File: config.mk
export PLATFORM = sky130hd
export DESIGN_NAME = serial_frame_tx
export DESIGN_NICKNAME = d
export VERILOG_FILES = /design/src/rtl/serial_frame_pkg.sv /design/src/rtl/frame_piso.sv /design/src/rtl/serial_frame_tx.sv
export SDC_FILE = /design/constraint.sdc
export NUM_CORES = 1
export LEC_CHECK = 0
export CORE_UTILIZATION = 52
export DETAILED_ROUTE_END_ITERATION = 8
export PLACE_DENSITY = 0.77
export SYNTH_ARGS = -nofsm -noshare
export SYNTH_HDL_FRONTEND = slang
export SYNTH_SLANG_ARGS = --single-unit
File: constraint.sdc
create_clock -name clk -period 2.05 [get_ports clk]
set_input_delay 0.41 -clock clk [delete_from_list [all_inputs] [get_ports clk]]
set_output_delay 0.41 -clock clk [all_outputs]
set_load 0.05 [all_outputs]
File: src/rtl/serial_frame_pkg.sv
// Shared definitions for the serial frame path (transmitter and its demux
// consumer): field widths, line levels, FSM states and the header payload.
//   PORT_W / LEN_W   : widths of the port and length header fields
//   START_BIT        : level of the frame start bit
//   IDLE_LEVEL       : level of the line between frames
//   FRAME_HDR_BITS   : bit periods before the payload (start + port + len)
package serial_frame_pkg;

  localparam int unsigned PORT_W         = 2;
  localparam int unsigned LEN_W          = 5;
  localparam int unsigned FRAME_HDR_BITS = 1 + PORT_W + LEN_W;

  localparam logic START_BIT  = 1'b0;
  localparam logic IDLE_LEVEL = 1'b1;

  typedef enum logic [2:0] {
    IDLE,
    START,
    PORT,
    LEN,
    DATA
  } state_t;

  // Header fields in transmit order, MSB-first.
  typedef struct packed {
    logic [PORT_W-1:0] port;
    logic [LEN_W-1:0]  len;
  } frame_hdr_t;

  // Total bit periods for a frame carrying len payload bits.
  function automatic int unsigned frame_bits(input int unsigned len);
    return FRAME_HDR_BITS + len;
  endfunction

endpackage

File: src/rtl/frame_piso.sv
// Parallel-load, MSB-first shift-out register.
//   clk, rst : clock and synchronous active-high reset
//   clk_en   : step enable qualifying both load and shift
//   ld       : load din (has priority over sh)
//   sh       : shift left by one, zero fill
//   din      : parallel load value, MSB is emitted first
//   msb      : current most significant bit of the register
module frame_piso #(
  parameter int unsigned W = 38
) (
  input  logic         clk,
  input  logic         rst,
  input  logic         clk_en,
  input  logic         ld,
  input  logic         sh,
  input  logic [W-1:0] din,
  output logic         msb
);

  logic [W-1:0] sr;

  // Shift register core.
  always_ff @(posedge clk) begin
    if (rst) begin
      sr <= '0;
    end else if (clk_en) begin
      if (ld) begin
        sr <= din;
      end else if (sh) begin
        sr <= {sr[W-2:0], 1'b0};
      end
    end
  end

  assign msb = sr[W-1];

endmodule

File: src/rtl/serial_frame_tx.sv
// Serial frame transmitter: turns a parallel request (port, length, payload)
// into the MSB-first bit stream start(0), port, len, payload[len-1:0].
// The line idles high and every step is qualified by clk_en.
//   clk, rst   : clock and synchronous active-high reset
//   clk_en     : one bit period per enabled cycle
//   in_valid   : frame request present
//   in_ready   : block is idle and can accept a request (from state)
//   in_port    : destination port
//   in_len     : payload bit count, 0..PAYLOAD_W
//   in_data    : payload, bits [len-1:0] are sent
//   ser_out    : registered serial line
//   busy       : registered, frame in progress
//   frame_done : one clk pulse after the last bit period ends
module serial_frame_tx
  import serial_frame_pkg::*;
#(
  parameter int unsigned PAYLOAD_W = 31
) (
  input  logic                 clk,
  input  logic                 rst,
  input  logic                 clk_en,
  input  logic                 in_valid,
  output logic                 in_ready,
  input  logic [PORT_W-1:0]    in_port,
  input  logic [LEN_W-1:0]     in_len,
  input  logic [PAYLOAD_W-1:0] in_data,
  output logic                 ser_out,
  output logic                 busy,
  output logic                 frame_done
);

  localparam int unsigned CLOG_PW = $clog2(PAYLOAD_W);
  localparam int unsigned CNT_W   = (LEN_W > CLOG_PW) ? LEN_W : CLOG_PW;
  localparam int unsigned SR_W    = PORT_W + LEN_W + PAYLOAD_W;

  state_t               state;
  logic [CNT_W-1:0]     cnt;
  logic [LEN_W-1:0]     len_r;
  logic [LEN_W-1:0]     len_c;
  logic [PAYLOAD_W-1:0] data_al;
  frame_hdr_t           hdr;
  logic                 piso_ld;
  logic                 piso_sh;
  logic                 piso_msb;

  assign in_ready = (state == IDLE);

  // Clamp is only meaningful when the length field can exceed the payload.
  if (PAYLOAD_W < (2 ** LEN_W) - 1) begin : g_clamp
    assign len_c = (in_len > LEN_W'(PAYLOAD_W)) ? LEN_W'(PAYLOAD_W) : in_len;
  end else begin : g_noclamp
    assign len_c = in_len;
  end

  // Left-align the payload so data[len-1] follows len[0] directly.
  assign data_al = in_data << (PAYLOAD_W - 32'(len_c));
  assign hdr     = '{port: in_port, len: len_c};

  // Load on acceptance; every bit period after the start bit shifts one out.
  assign piso_ld = in_valid & in_ready;
  assign piso_sh = (state != IDLE);

  frame_piso #(
    .W (SR_W)
  ) u_piso (
    .clk    (clk),
    .rst    (rst),
    .clk_en (clk_en),
    .ld     (piso_ld),
    .sh     (piso_sh),
    .din    ({hdr, data_al}),
    .msb    (piso_msb)
  );

  // Frame sequencer: walks the fields, counting bits with one down-counter.
  always_ff @(posedge clk) begin
    frame_done <= 1'b0;
    if (rst) begin
      state   <= IDLE;
      cnt     <= '0;
      len_r   <= '0;
      ser_out <= IDLE_LEVEL;
      busy    <= 1'b0;
    end else if (clk_en) begin
      case (state)
        IDLE: begin
          if (in_valid) begin
            state   <= START;
            len_r   <= len_c;
            ser_out <= START_BIT;
            busy    <= 1'b1;
          end
        end

        START: begin
          state   <= PORT;
          cnt     <= CNT_W'(PORT_W - 1);
          ser_out <= piso_msb;
        end

        PORT: begin
          ser_out <= piso_msb;
          if (cnt == '0) begin
            state <= LEN;
            cnt   <= CNT_W'(LEN_W - 1);
          end else begin
            cnt <= cnt - CNT_W'(1);
          end
        end

        LEN: begin
          if (cnt != '0) begin
            ser_out <= piso_msb;
            cnt     <= cnt - CNT_W'(1);
          end else if (len_r != '0) begin
            state   <= DATA;
            ser_out <= piso_msb;
            cnt     <= CNT_W'(len_r) - CNT_W'(1);
          end else begin
            // Zero-length frame ends after the header.
            state      <= IDLE;
            ser_out    <= IDLE_LEVEL;
            busy       <= 1'b0;
            frame_done <= 1'b1;
          end
        end

        DATA: begin
          if (cnt != '0) begin
            ser_out <= piso_msb;
            cnt     <= cnt - CNT_W'(1);
          end else begin
            state      <= IDLE;
            ser_out    <= IDLE_LEVEL;
            busy       <= 1'b0;
            frame_done <= 1'b1;
          end
        end

        default: begin
          state   <= IDLE;
          ser_out <= IDLE_LEVEL;
          busy    <= 1'b0;
        end
      endcase
    end
  end

endmodule

Yosys cells after proc, flatten, opt, wreduce, memory -nomap -nowiden --
Index checks and enable logic that the tools add are counted.
Cells by class: $add $sub $neg 3, bitwise gates (word level) 3, reductions and logical operators 15, mux-type cells 27, shift-type cells 1, eq/ne operators 11
Operator list (number):
- $mux 38 | 2
- $shl 31x32->31 | 1
- $mux 5 | 4
- $pmux 5 s4 | 1
- $mux 3 | 5
- $pmux 3 s5 | 1
- $ne 2x2->1 const B | 6
- $mux 1 | 11
- $reduce_bool 5->1 | 2
- $sub 5x1->5 const B | 2
- $pmux 1 s4 | 2
- $eq 3x2->1 const B | 2
- $reduce_and 6->1 | 1
- $sub 5x5->6 const A | 1
- $logic_not 5->1 | 1
- $reduce_and 5->1 | 1
- $reduce_and 2->1 | 2
- $reduce_and 4->1 | 1
- $reduce_bool 4->1 | 1
- $reduce_or 2->1 | 2
- $eq 3x1->1 const B | 1
- $eq 3x3->1 const B | 1
- $logic_not 3->1 | 1
- $ne 3x3->1 const B | 1
- other kinds (6) | 7
Word-level totals: input bits 42, logic and storage cells 67, output and inout port bits 4, flip-flop bits (word level) 54

Depth between registers and ports, before layout --
word-level depth 4, gate-level depth with buffers 8, depth with buffers taken out 7

By module --
A second synthesis with hierarchy kept.
Second synthesis, totals: cells, all modules 536, area, all modules 4679.5 um^2
By module, submodules not included:
- serial_frame_tx | cells an instance 361, area an instance 2765.2 um^2, sequential area each 320.3 um^2, instances 1
- frame_piso | cells an instance 175, area an instance 1914.3 um^2, sequential area each 760.7 um^2, instances 1

Least setup slack after synthesis --
No wires, ideal clock.
path type input-to-reg, from in in_len[0], to reg u_piso.sr[24], slack 39 ps, required time 1911 ps, path buffers 4, arrival time 1872 ps, setup time 139 ps, cell stages on the path 8, cell sequence buf_2 > buf_4 > buf_2 > buf_2 > mux2i_1 > nor2_1 > a2111oi_0 > a211oi_1
Between the ends: word-level cells in the longest chain between the ends 3
RTL lines:
- start, declared | RTL line serial_frame_tx.sv:25 | input logic [LEN_W-1:0] in_len,
- $sub 5x5->6 | RTL line serial_frame_tx.sv:56 | assign data_al = in_data << (PAYLOAD_W - 32'(len_c));
- $shl 31x32->31 | RTL line serial_frame_tx.sv:56
- $mux 38 | RTL line frame_piso.sv:27 | if (ld) begin
- end signal, assigned | RTL line frame_piso.sv:28 | sr <= din;
- end signal, assigned | RTL line frame_piso.sv:30 | sr <= {sr[W-2:0], 1'b0};
- end, declared | RTL line frame_piso.sv:20 | logic [W-1:0] sr;
Every way passes these cells. A chain may end at the register's enable or synchronous reset.

Worst setup path after layout --
from in in_valid, to reg u_piso.sr[26]
Between the ends: word-level cells in the longest chain between the ends 3, elaborated cells on any way between the ends 4, those cells by class 1 x mux; 1 x bitwise; 2 x reduce/logical
RTL lines:
- start, declared | RTL line serial_frame_tx.sv:22 | input logic in_valid,
- $and 1x1->1 * | RTL line serial_frame_tx.sv:60 | assign piso_ld = in_valid & in_ready;
- $reduce_bool 2->1 (no line)
- $reduce_and 2->1 (no line)
Every way passes the cells marked *; elsewhere a longest branch is shown, timed or not.

==> impl_metrics.csv <==
group,metric,value,unit
run_status,status,"completed",
placed_design,place_area,5430,um2
die,fp.dieH,93.3,um
critical_path,worstSetupEndpointType,"register",
power_and_ir_drop,peakVddDrop,0.000314,V
clocking,cts_sinks,54,
synth,netlist_area,4340,um2
drt,drt-initial-drc-count,297,
die,num_rows,32,
synth,async_reset_ff_share,0,%
final_layout,regArea,1090,um2
sta,hold_viol,0,
clocking,clk_pin_slew,0.10,ns
sta,setup_tns,0,ns
die,dieArea,8710,um2
sta,finalWorstSetupSlack,0.0311,ns
placed_design,gp_congestion,0.933,
final_layout,drive_above_1_share,29.7,%
synth,synth_cell_type_count,57,
synth,syn_area_per_cell,8.54,um2
synth,synth_ff_type,"dfxtp_1",
synth,synth_edf_count,0,
clocking,clockRootBuffer,"clkbuf_8",
synth,synth_warnings,0,
final_layout,final_nets,650,
clocking,htree_levels,2,
global_routing,grt_use_total,30.0,%
sta,finClkSkew,0.0107,ns
sta,period_minus_slack,2.02,ns
die,core_area,7890,um2
drt,vias,4577,
global_routing,grt_pass1_vias,4346,
critical_path,crit_required,2.29,ns
power_and_ir_drop,p_per_area,554,nW/um2
final_layout,design_area,5680,um2
global_routing,grt_max_degree,35,
synth,synth_xor_area_share,0.808,%
power_and_ir_drop,p_leak,0.00224,uW
sta,final_max_slew_viol_count,0,
placed_design,place_ws,-0.336,ns
placed_design,port_buffers,45,
drt,wl_per_cell,18.4,um
global_routing,overflow,0,
synth,synth_adder_area_share,0.577,%
synth,synth_top_family_by_area,"multiplexers",
synth,seq_area_frac_synth,24.9,%
clocking,insertion_delay,0.32,ns
clocking,cts_tree,"done",
sta,max_freq,0.495,GHz
final_layout,fill_cells,594,
final_layout,antenna_cells,0,
die,start_util,55.0,%
synth,synth_compound_gate_area_share,22.1,%
die,die_w,93.3,um
critical_path,crit_path_start,"in_valid",
critical_path,path_class,"in -> reg",
run,maxCapViolations,0,
synth,syn_inst,508,
synth,syn_nets,552,
synth,synthMuxAreaShare,25.6,%
global_routing,grt_pass1_wl,20700,um
drt,drt_pass1_iterations,5,
critical_path,worstPathArrival,2.26,ns
synth,synth-simple-area-share,19.4,%
global_routing,antenna_found_initial,0,
critical_path,path_max_fanout,5,
sta,setup-violations-final,0,
clocking,clockBufferDepth,2,
final_layout,multi_input_area,3090,um2
power_and_ir_drop,finalPower,3150,uW
placed_design,dp_hpwl,9770,um
drt,viasPerCell,6.46,
clocking,cts_made_buffers,5,
die,pin_count,46,
drt,remaining_drc_errors,0,
hold_path,hold_start,"u_piso.sr[0]$_SDFFE_PP0P_",
sta,rsz0062_at_grt,"true",
drt,ant_nets,0,
sta,post-route-period-util,98.5,%
synth,ys_ff_latch,54,
sta,relSlewSlack,64.9,%
critical_path,reg2reg_from,"state[1]$_SDFFE_PP0P_",
final_layout,syn_to_final_growth,30.9,%
sta,tightest_slew,0.526,ns
drt,finalWirelength,13000,um
critical_path,worstSetupStartpointType,"primary input",
hold_path,hp-class,"reg -> reg",
synth_stat cells, drive strengths merged, types with 3 or more instances:
| library cell | instances | area [um2] |
|---|---|---|
| nor2 | 61 | 231 |
| clkbuf | 25 | 93.8 |
| a311oi | 8 | 70.1 |
| mux2i | 44 | 440 |
| mux2 | 5 | 56.3 |
| mux4 | 27 | 616 |
| a2111oi | 4 | 35.0 |
| a22oi | 3 | 22.5 |
| nor2b | 5 | 31.3 |
| nand2 | 54 | 203 |
| nand3 | 13 | 65.1 |
| nor3 | 21 | 105 |
| o21ai | 18 | 90.1 |
| inv | 7 | 26.3 |
| xnor2 | 3 | 26.3 |
| buf | 27 | 166 |
| a211oi | 28 | 235 |
| a21oi | 31 | 155 |
| o211ai | 6 | 45.0 |
| dfxtp | 54 | 1080 |
| o221a | 3 | 33.8 |
| and3 | 6 | 37.5 |
| o221ai | 3 | 26.3 |
| nor4b | 3 | 41.3 |
| a221oi | 12 | 105 |
| or3 | 3 | 18.8 |
critical path, cell delays in order:
cell	delay, ns
clkdlybuf4s50_1	0.54
or4b_1	0.53
nor2_4	0.18
nand2_1	0.09
o221a_1	0.26
a211oi_2	0.25
timing repair:
| item | CTS | global route |
|---|---|---|
| setup endpoints to repair | 1 | 27 |
| hold endpoints to repair | 0 | 0 |
| pin swaps | 0 | 5 |
| cloned | 0 | 1 |
| hold buffers | 0 | 0 |
| buffers inserted | 0 | 2 |
| gates resized for setup | 1 | 33 |
logic make-up after synthesis:
| family | Yosys count |
|---|---|
| multiplexers | 76 |
| buffers and inverters | 59 |
| XOR/XNOR | 4 |
| AND/OR/NAND/NOR | 181 |
| AO/OA/AOI/OAI | 132 |
| flip-flops | 54 |
| adder cells (fa/ha/maj) | 2 |
registers in the layout (all words and copies together), names as in the netlist:
| register | flops |
|---|---|
| busy | 1 |
| state | 3 |
| ser_out | 1 |
| len_r | 5 |
| frame_done | 1 |
| cnt | 5 |
| u_piso.sr | 38 |
power by group:
group / internal, uW / leakage [uW] / switching [uW]
sequential: 1130 / 0.000445 / 56.5
clock: 366 / 0.0000524 / 351
combinational: 605 / 0.00175 / 638
total: 2100 / 0.00224 / 1050
cell usage in the layout, fill, tap and decap left out, types with 6 or more instances in the layout:
cell / instances
a221oi_1: 9
dfxtp_1: 50
o211ai_1: 6
o21ai_0: 16
buf_4: 92
mux2i_1: 40
mux4_2: 26
nor3_1: 21
nand3_1: 13
and3_1: 6
nor2_1: 60
a211oi_1: 23
a311oi_1: 7
buf_12: 6
clkdlybuf4s50_1: 39
a21oi_1: 30
nand2_1: 54
routing by layer:
metal  up-vias  global-route usage [%]  wire length [um]
li1       2124                       -                 -
met3        43                    3.50               759
met1      2182                    36.4              5290
met2       228                    52.6              6490
met4         0                    14.5               510
met5         -                       0                 0
path summary, 6_finish.rpt:
path / end / slack, ns / cells after the start
worst max register to register: u_piso.sr[26]$_SDFFE_PP0P_ / 0.06 / 6
worst min-delay path: u_piso.sr[0]$_SDFFE_PP0P_ / 0.46 / 2
worst min register to register: u_piso.sr[0]$_SDFFE_PP0P_ / 0.46 / 2
worst max-delay path: u_piso.sr[26]$_SDFFE_PP0P_ / 0.03 / 6
stage by stage:
step                      util, %  hold slack (ns)  instances
after floorplan                 -            0.432        508
after global placement       68.9            0.438        698
after detailed placement     68.9            0.446        698
after CTS                    70.3            0.460        706
after global routing         72.0            0.489        709
final                        72.0            0.460        709
cell type report:
class	count	area share (%)
Timing Repair Buffer	143	21.9
Tap cell	102	2.25
Clock buffer	7	1.34
Inverter	7	0.463
Multi-Input combinational cell	395	54.4
Clock inverter	1	0.529
Sequential cell	54	19.1
(Power assumes the default switching activity.)
